**config.mk**
```make
export PLATFORM = sky130hd
export DESIGN_NAME = loteria_round_ctrl
export DESIGN_NICKNAME = d
export VERILOG_FILES = /design/src/rtl/lot_pkg.sv /design/src/rtl/lot_lfsr16.sv /design/src/rtl/loteria_round_ctrl.sv
export SDC_FILE = /design/constraint.sdc
export NUM_CORES = 1
export LEC_CHECK = 0
export CORE_MARGIN = 4
export CORE_UTILIZATION = 35
export CTS_CLUSTER_DIAMETER = 150
export DETAILED_ROUTE_END_ITERATION = 16
export PLACE_DENSITY = 0.54
export RECOVER_POWER = 25
export SLEW_MARGIN = 5
export SYNTH_ARGS = -nofsm -noshare
export SYNTH_HDL_FRONTEND = slang
export SYNTH_SLANG_ARGS = --single-unit
export TNS_END_PERCENT = 5
```
**constraint.sdc**
```tcl
create_clock -name clk -period 8.7 [get_ports clk]
set_input_delay 1.74 -clock clk [delete_from_list [all_inputs] [get_ports clk]]
set_output_delay 1.74 -clock clk [all_outputs]
set_load 0.01 [all_outputs]
```
**src/rtl/lot_pkg.sv**
```systemverilog
// lot_pkg: shared state encoding, prize table and digit helpers for the lottery round controller.
package lot_pkg;

  typedef enum logic [2:0] {
    COLLECT,
    DRAW,
    CHECK,
    PAY,
    SHOW
  } state_t;

  localparam int unsigned BET_W    = 16;
  localparam logic [3:0]  PRIZE_M4 = 4'd9;
  localparam logic [3:0]  PRIZE_M3 = 4'd5;
  localparam logic [3:0]  PRIZE_M2 = 4'd1;
  localparam int unsigned BCD_MAX  = 99;

  function automatic logic [3:0] prize_of(input logic [2:0] m);
    case (m)
      3'd4:    return PRIZE_M4;
      3'd3:    return PRIZE_M3;
      3'd2:    return PRIZE_M2;
      default: return 4'd0;
    endcase
  endfunction

  // Folds a 4-bit LFSR nibble onto 0..9.
  function automatic logic [3:0] lfsr_digit(input logic [3:0] l);
    return (l < 4'd10) ? l : l - 4'd10;
  endfunction

endpackage

```
**src/rtl/lot_lfsr16.sv**
```systemverilog
// lot_lfsr16: free-running 16-bit Fibonacci LFSR (taps 16,14,13,11), seeded on reset.
module lot_lfsr16 #(
  parameter logic [15:0] SEED = 16'hACE1
) (
  input  logic       i_clk,
  input  logic       i_rst,
  output logic [3:0] o_nib
);

  logic [15:0] r_lfsr;
  logic        w_fb;

  assign w_fb = r_lfsr[15] ^ r_lfsr[13] ^ r_lfsr[12] ^ r_lfsr[10];

  always_ff @(posedge i_clk or posedge i_rst) begin
    if (i_rst) r_lfsr <= SEED;
    else       r_lfsr <= {r_lfsr[14:0], w_fb};
  end

  assign o_nib = r_lfsr[3:0];

endmodule

```
**src/rtl/loteria_round_ctrl.sv**
```systemverilog
// loteria_round_ctrl: buffers bets, draws 4 digits, scores bets and keeps a saturating BCD total.
// Define LOT_EDGE_DETECT_EN to treat insert/finish as level keys with registered rising-edge detect.
module loteria_round_ctrl
  import lot_pkg::*;
#(
  parameter int unsigned N_BETS    = 4,
  parameter logic [15:0] LFSR_SEED = 16'hACE1
) (
  input  logic       clk,
  input  logic       reset,
  input  logic [3:0] num0,
  input  logic [3:0] num1,
  input  logic [3:0] num2,
  input  logic [3:0] num3,
  input  logic       insert,
  input  logic       finish,
  output logic [3:0] draw0,
  output logic [3:0] draw1,
  output logic [3:0] draw2,
  output logic [3:0] draw3,
  output logic       win,
  output logic [3:0] p0,
  output logic [3:0] p1,
  output logic [3:0] p2,
  output logic [2:0] bet_cnt,
  output logic       busy
);

  state_t                  r_state, w_next;
  logic [N_BETS*BET_W-1:0] r_bets;
  logic [3:0]              r_draw [4];
  logic [2:0]              r_bet_cnt, r_idx;
  logic [3:0]              r_max, r_p0, r_p1, r_p2;
  logic                    r_win;
  logic                    w_ins_ev, w_fin_ev, w_digits_ok, w_store, w_carry;
  logic [3:0]              w_nib, w_digit, w_prize, w_p1_nxt, w_p2_nxt;
  logic [BET_W-1:0]        w_bet, w_cur;
  logic [2:0]              w_match;
  logic [4:0]              w_units, w_tens;

`ifdef LOT_EDGE_DETECT_EN
  logic r_ins_q, r_fin_q, r_ins_ev, r_fin_ev;

  always_ff @(posedge clk or posedge reset) begin
    if (reset) begin
      r_ins_q  <= 1'b0;
      r_fin_q  <= 1'b0;
      r_ins_ev <= 1'b0;
      r_fin_ev <= 1'b0;
    end else begin
      r_ins_q  <= insert;
      r_fin_q  <= finish;
      r_ins_ev <= insert & ~r_ins_q;
      r_fin_ev <= finish & ~r_fin_q;
    end
  end

  assign w_ins_ev = r_ins_ev;
  assign w_fin_ev = r_fin_ev;
`else
  assign w_ins_ev = insert;
  assign w_fin_ev = finish;
`endif

  lot_lfsr16 #(.SEED(LFSR_SEED)) u_lfsr (
    .i_clk (clk),
    .i_rst (reset),
    .o_nib (w_nib)
  );

  assign w_digit     = lfsr_digit(w_nib);
  assign w_bet       = {num0, num1, num2, num3};
  assign w_digits_ok = (num0 <= 4'd9) && (num1 <= 4'd9) && (num2 <= 4'd9) && (num3 <= 4'd9);
  assign w_store     = (r_state == COLLECT) && w_ins_ev && w_digits_ok
                       && (r_bet_cnt != 3'(N_BETS));

  assign w_cur   = r_bets[r_idx*BET_W +: BET_W];
  assign w_match = 3'(w_cur[15:12] == r_draw[0]) + 3'(w_cur[11:8] == r_draw[1])
                 + 3'(w_cur[7:4]   == r_draw[2]) + 3'(w_cur[3:0]  == r_draw[3]);
  assign w_prize = prize_of(w_match);

  // Digit-wise BCD add of the round prize into the total, clamped at 99.
  always_comb begin
    w_units  = {1'b0, r_p2} + {1'b0, r_max};
    w_carry  = (w_units > 5'd9);
    w_p2_nxt = w_carry ? 4'(w_units - 5'd10) : w_units[3:0];
    w_tens   = {1'b0, r_p1} + {4'b0, w_carry};
    w_p1_nxt = w_tens[3:0];
    if (w_tens > 5'd9) begin
      w_p1_nxt = 4'(BCD_MAX / 10);
      w_p2_nxt = 4'(BCD_MAX % 10);
    end
  end

  always_ff @(posedge clk or posedge reset) begin
    if (reset) r_state <= COLLECT;
    else       r_state <= w_next;
  end

  // An insert event always wins over a simultaneous finish in COLLECT.
  always_comb begin
    w_next = r_state;
    busy   = 1'b0;
    case (r_state)
      COLLECT: if (!w_ins_ev && w_fin_ev && (r_bet_cnt != '0)) w_next = DRAW;
      DRAW: begin
        busy = 1'b1;
        if (r_idx == 3'd3) w_next = CHECK;
      end
      CHECK: begin
        busy = 1'b1;
        if (r_idx == r_bet_cnt - 3'd1) w_next = PAY;
      end
      PAY: begin
        busy   = 1'b1;
        w_next = SHOW;
      end
      SHOW:    if (w_ins_ev || w_fin_ev) w_next = COLLECT;
      default: w_next = COLLECT;
    endcase
  end

  always_ff @(posedge clk or posedge reset) begin
    if (reset) begin
      r_bets    <= '0;
      r_bet_cnt <= '0;
      r_idx     <= '0;
      r_max     <= '0;
      r_p0      <= '0;
      r_p1      <= '0;
      r_p2      <= '0;
      r_win     <= 1'b0;
      for (int unsigned k = 0; k < 4; k++) r_draw[k] <= '0;
    end else begin
      case (r_state)
        COLLECT: begin
          r_idx <= '0;
          r_max <= '0;
          if (w_store) begin
            r_bets[r_bet_cnt*BET_W +: BET_W] <= w_bet;
            r_bet_cnt                        <= r_bet_cnt + 3'd1;
          end
        end
        DRAW: begin
          r_draw[r_idx[1:0]] <= w_digit;
          r_idx              <= (r_idx == 3'd3) ? '0 : r_idx + 3'd1;
        end
        CHECK: begin
          if (w_prize > r_max) r_max <= w_prize;
          r_idx <= r_idx + 3'd1;
        end
        PAY: begin
          r_p0  <= r_max;
          r_win <= (r_max != '0);
          r_p1  <= w_p1_nxt;
          r_p2  <= w_p2_nxt;
        end
        SHOW: begin
          if (w_ins_ev || w_fin_ev) begin
            r_bet_cnt <= '0;
            r_p0      <= '0;
            r_win     <= 1'b0;
          end
        end
        default: ;
      endcase
    end
  end

  assign draw0   = r_draw[0];
  assign draw1   = r_draw[1];
  assign draw2   = r_draw[2];
  assign draw3   = r_draw[3];
  assign win     = r_win;
  assign p0      = r_p0;
  assign p1      = r_p1;
  assign p2      = r_p2;
  assign bet_cnt = r_bet_cnt;

endmodule
```
Yosys cells after proc, flatten, opt, wreduce, memory -nomap -nowiden

Cells that the tools add are included.

Flip-flop bits (word level): 122
Output and inout port bits: 33

Add/sub/neg operators: 11
Magnitude comparators: 10
Equality and inequality tests: 20
Shifts and indexed selects: 3
Muxes and demuxes: 25
Bitwise gates (word level): 4
Reduce and logical (&&, ||, !) cells: 24

Operator list:

| operator                 | number |
|---|---|
| $bwmux 64                | 1 |
| $shift 16x34->64 const A | 1 |
| $shiftx 16x34->64        | 1 |
| $shiftx 64x8->16         | 1 |
| $neg 7->34               | 1 |
| $mux 4                   | 7 |
| $mux 3                   | 6 |
| $bwmux 16                | 1 |
| $eq 4x4->1               | 4 |
| $le 4x4->1 const B       | 4 |
| $pmux 4 s2               | 2 |
| $eq 3x2->1 const B       | 5 |
| $pmux 3 s5               | 1 |
| $pmux 4 s3               | 1 |
| $gt 5x4->1 const B       | 2 |
| $ne 2x2->1 const B       | 5 |
| $logic_and 1x1->1        | 9 |
| $pmux 3 s3               | 1 |
| $demux 4 s2              | 1 |
| $sub 4x4->4 const B      | 2 |
| $add 3x1->3 const B      | 2 |
| $eq 3x3->1 const B       | 2 |
| $pmux 3 s2               | 1 |
| $reduce_and 2->1         | 3 |
| 27 further kinds         | 33 |

Depth between registers and ports, before layout

Depth after elaboration: 10
Gate-level depth with buffers: 19

Hierarchy

A second synthesis with hierarchy kept.

Cells, all modules: 541
Area, all modules: 6148.4 um^2

By module, submodules not included:

| module             | instances | cells an instance | area each (um^2) | sequential area each (um^2) |
|---|---|---|---|---|
| loteria_round_ctrl | 1         | 517               | 5677.9           | 2602.5 |
| lot_lfsr16         | 1         | 24                | 470.5            | 410.4 |

Worst setup path before layout

No wires, ideal clock.

Kind: reg2reg
Start point: reg r_idx[0]
End point: reg r_max[3]
Library setup time: 0.082 ns
Arrival time: 4.378 ns
Data required time: 8.618 ns
Slack: 4.240 ns
Cell stages (with the launch flop): 18
Buffers on the path: 1
Clock period less this slack: 4.460 ns
Path through: dfrtp_1 -> buf_2 -> mux4_2 -> nor4b_1 -> a22oi_1 -> a22o_1 -> fa_1 -> inv_1 -> ha_1 -> ha_1 -> nor3b_1 -> a21oi_1 -> ha_1 -> nor2b_1 -> o21ai_0 -> a32oi_1 -> mux2_2 -> o22ai_1

Longest elaborated chain between the ends: 10
Elaborated cells on any way between the ends: 17
Those cells by class: add/sub: 3; order compare: 1; eq/ne: 8; shift: 1; mux: 3; reduce/logical: 1

Ends and longest elaborated chain:

| item                                            | line                      | text |
|---|---|---|
| from (decl)                                     | loteria_round_ctrl.sv:32  | `logic [2:0] r_bet_cnt, r_idx;` |
| from (signal assigned)                          | loteria_round_ctrl.sv:146 | `r_idx <= (r_idx == 3'd3) ? '0 : r_idx + 3'd1;` |
| from (signal assigned)                          | loteria_round_ctrl.sv:150 | `r_idx <= r_idx + 3'd1;` |
| $shiftx 64x8->16 (*)                            | loteria_round_ctrl.sv:77  | `assign w_cur = r_bets[r_idx*BET_W +: BET_W];` |
| $eq 4x4->1                                      | loteria_round_ctrl.sv:78  | `assign w_match = 3'(w_cur[15:12] == r_draw[0]) + 3'(w_cur[11:8] == r_draw[1])` |
| $add 1x1->2                                     | loteria_round_ctrl.sv:78  |  |
| $add 2x1->3                                     | loteria_round_ctrl.sv:79  | `+ 3'(w_cur[7:4] == r_draw[2]) + 3'(w_cur[3:0] == r_draw[3]);` |
| $add 3x1->3 (*)                                 | loteria_round_ctrl.sv:79  |  |
| $eq 3x2->1 / $eq 3x3->1 (equally long branches) | lot_pkg.sv:19             | `case (m)` |
| $pmux 4 s3 (*)                                  | lot_pkg.sv:19             |  |
| $gt 4x4->1                                      | loteria_round_ctrl.sv:149 | `if (w_prize > r_max) r_max <= w_prize;` |
| $ne 2x2->1 (no source line)                     | -                         |  |
| $reduce_and 2->1 (no source line)               | -                         |  |
| to (signal assigned)                            | loteria_round_ctrl.sv:149 |  |
| to (decl)                                       | loteria_round_ctrl.sv:33  | `logic [3:0] r_max, r_p0, r_p1, r_p2;` |

Mark *: on every way between the ends. The rest lies on a longest branch, timed or not. The select of a mux whose other input is x is not followed.
A chain may end at the register's enable or synchronous reset.

Worst setup path in the final report

Start point: reg r_idx[1]
End point: reg r_max[3]

Same word-level chain as after synthesis.

==> summary.md <==
| Metric | Value |
|---|---|
| Internal | `1.69 mW` |
| Area grow syn2layout | `21.9%` |
| Power Density | `356 nW/um2` |
| TNS Setup | `0 ns` |
| Failing checks | `capacitance limit, slew limit` |
| Routed Antenna Nets | `0` |
| Final WL | `14.7 mm` |
| CP Data Arrival Time | `6.07 ns` |
| Vias/cell | `5.05` |
| Syn Nets | `645` |
| RD Place Congestion | `0.813` |
| RSZ-0062 raised after global routing | `false` |
| Hold_sp | `u_lfsr.r_lfsr[8]$_DFF_PP0_` |
| Maximum vdd drop | `169 uV` |
| Total GRT Usage | `0.160` |
| DRC | `0` |
| Diode count | `0` |
| Post-place instance area | `6810 um2` |
| Die width | `140 um` |
| Row count | `48` |
| Most frequent cell after synthesis | `nand2_1` |
| Hold Path Class | `reg2reg` |
| HPWL after DPL | `10.1 mm` |
| Area contributors post-synth | `dfrtp_1 (46%), nand2_1 (8.5%), o21ai_0 (6.8%)` |
| Fin Hold WS | `0.344 ns` |
| Die height | `140 um` |
| CTS max path bufs | `2` |
| Syn Area/Cell | `10.2 um2` |
| Reg2reg end | `r_max[3]$_DFFE_PP0P_` |
| First-pass GRT wire length | `24.9 mm` |
| EDFF count, synth | `0` |
| Yosys top cell area share | `0.459` |
| Worst-Skew Late Latency | `0.41 ns` |
| IO Count | `53` |
| Synthesized flop and latch total | `120` |
| Fin. Hold Viols | `0` |
| R2R setup slack | `2.96 ns` |
| Worst Path Max Fanout | `23` |
| Number of setup buffers added after CTS | `0` |
| Post-Synthesis Cells | `600` |
| Proportion of power drawn by the clock network | `0.286` |
| Via count | `4472` |
| Ys Warns | `0` |
| Critical path class | `reg2reg` |
| Worst Hold Depth | `0` |
| Comb power frac | `0.444` |
| Fin crit period | `5.74 ns` |
| Final Net Count | `695` |
| Fill cells | `1643` |
| Worst-margin pin slew | `2.18 ns` |
| Top cells by count, synth | `nand2_1 (138), dfrtp_1 (112), o21ai_0 (83), inv_1 (25), nor2_1 (25)` |
| Core Footprint | `17200 um2` |
| Drt first pass iters | `4` |
| Fmax | `0.174 GHz` |
| Largest net degree at the start of global routing | `73` |
| H-tree Lvls | `4` |
| Register area share after synthesis | `0.494` |
| Synth unique cells | `57` |
| Layout cells sized above 1 | `0.124` |
| Clock Sinks | `120` |
| Finished Cell Area | `7430 um2` |
| Reg power frac | `0.270` |
| Period utilization | `0.660` |
| Nature of the critical path startpoint | `flop` |
| CTS root buffer | `clkbuf_16` |
| Ys flop type | `dfrtp_1` |
| Initial antenna violation count | `0` |
| CTS resizes | `0` |
| Port buffer count | `51` |
| Final setup violation count | `0` |
| Vias in the first global route | `4620` |
| Post-CTS Hold Buffers | `0` |
| Worst Setup End Kind | `flop` |
| Slew HR | `-0.464` |
| RR Startpoint | `r_idx[1]$_DFFE_PP0P_` |
| Max-cap violation count | `2` |
| Worst endpoint required time | `9.03 ns` |
| Initial Utilization | `0.355` |
| Num CTS Buffers | `17` |
| Syn Std Cell Area | `6100 um2` |
| CTS tree | `yes` |
| DRT iter0 DRCs | `271` |
| Die Area | `19600 um2` |
| Run status | `finished, violations left` |
| GRT overflow | `0` |
| Hold EP | `u_lfsr.r_lfsr[9]$_DFF_PP0_` |
| Worst-path clk slew | `0.05 ns` |
| Dominant cell type by area after synthesis | `dfrtp_1` |
| Ys async rst share | `1.00` |
| R2r worst-path depth | `17` |
| Psw | `957 uW` |
| Leak pwr | `3.13 nW` |
| Switching portion of total power | `0.361` |
| Max Clock Skew | `0.00733 ns` |
| Drt wl/cell | `16.6 um` |
| Pins over their slew limit | `74` |
-- worst max-delay path by stage --
| stage | startpoint | endpoint | slack [ns] | cells past startpoint |
|---|---|---|---|---|
| detailed placement | r_idx[0]$_DFFE_PP0P_ | r_max[3]$_DFFE_PP0P_ | 3.90 | 17 |
| global route | r_idx[1]$_DFFE_PP0P_ | r_max[3]$_DFFE_PP0P_ | 2.49 | 17 |
| floorplan | reset | bet_cnt[0]$_DFFE_PP0P_ | 3.79 | 1 |
| finish | r_idx[1]$_DFFE_PP0P_ | r_max[3]$_DFFE_PP0P_ | 2.96 | 17 |
| global placement | r_idx[0]$_DFFE_PP0P_ | r_max[3]$_DFFE_PP0P_ | 4.07 | 17 |
| CTS | r_idx[0]$_DFFE_PP0P_ | r_max[3]$_DFFE_PP0P_ | 3.88 | 17 |
-- flip-flops by register name (all words and copies together), names as in the netlist --
signal	cells
bet_cnt	3
draw0	4
draw1	4
draw2	4
draw3	4
p0	3
p1	4
p2	4
r_bets	64
r_idx	3
r_max	3
r_state	3
u_lfsr.r_lfsr	16
win	1
-- metal layers --
metal / GRT usage / wire length, um / part of all wire / vias to the layer above
met1: 0.217 / 7040 / 0.48 / 2182
li1: - / - / - / 2204
met2: 0.249 / 6990 / 0.47 / 65
met5: 0 / 0 / 0 / -
met3: 0.0396 / 460 / 0.031 / 21
met4: 0.0571 / 249 / 0.017 / 0
-- cells by family after synthesis --
kind of cell               count (synthesis)  synth area share
adders and majority gates                 25            0.0525
xor gates and xnor gates                  18            0.0258
other                                      1          0.000615
and+or+nand+nor                          213             0.157
muxes                                     41             0.109
AOI/OAI and AO/OA                        129             0.123
DFF                                      120             0.494
buffers and inverters                     53            0.0384
-- worst max-delay path, cell delays in order (launching register included) --
cell and delay [ns]:
dfrtp_1 0.32, clkbuf_1 1.18, mux4_2 0.67, nor4b_1 0.35
a22oi_1 0.11, a22o_1 0.27, fa_1 0.50, inv_1 0.04
ha_1 0.18, ha_1 0.31, nor3b_1 0.36, a21oi_1 0.13
ha_1 0.21, nor2b_1 0.10, o21ai_0 0.08, a32oi_1 0.34
mux2_2 0.38, o22ai_1 0.12
-- stage by stage --
stage | std cells | setup slack (ns) | power (mW) | util
2_1_floorplan | 600 | 3.79 | 1.57 | -
3_3_place_gp | 856 | 4.07 | 1.84 | 0.397
3_5_place_dp | 856 | 3.90 | 1.91 | 0.397
4_1_cts | 886 | 3.88 | 2.68 | 0.433
5_1_grt | 886 | 2.49 | 2.84 | 0.433
6_report | 886 | 2.96 | 2.65 | 0.433
-- layout by cell type, fill, tap and decap left out, drive strengths merged, types with 4 or more instances in the layout --
master,instances
xnor2,12
clkdlybuf4s50,49
ha,24
nand2,138
buf,6
nor3,9
mux4,15
a22oi,5
clkinv,5
xor2,6
a21oi,10
clkbuf,22
nor4b,5
dfrtp,112
nand4,12
nor2,25
nand3,5
mux2,23
inv,24
dfstp,8
bufinv,5
o22ai,5
a41oi,4
o21ai,83
-- area by class of cell --
cell class | count | area, um2 | share of cell area
flip-flops and latches | 120 | 3010 | 0.405
multi-input cells | 427 | 2860 | 0.384
clock inverters | 9 | 174 | 0.0234
inverters | 26 | 98.8 | 0.0133
well taps | 225 | 282 | 0.0379
clock buffers | 21 | 450 | 0.0606
repair buffers | 58 | 559 | 0.0752
-- power by group through the flow --
stage          sequential, mW  clock [mW]  combinational (mW)
4_1_cts                 0.715       0.771                1.19
3_3_place_gp            0.720           0                1.12
5_1_grt                 0.727       0.794                1.32
6_report                0.714       0.758                1.18
3_5_place_dp            0.723           0                1.19
2_1_floorplan           0.714           0               0.860
No activity file was read; power rests on OpenSTA's default activity.
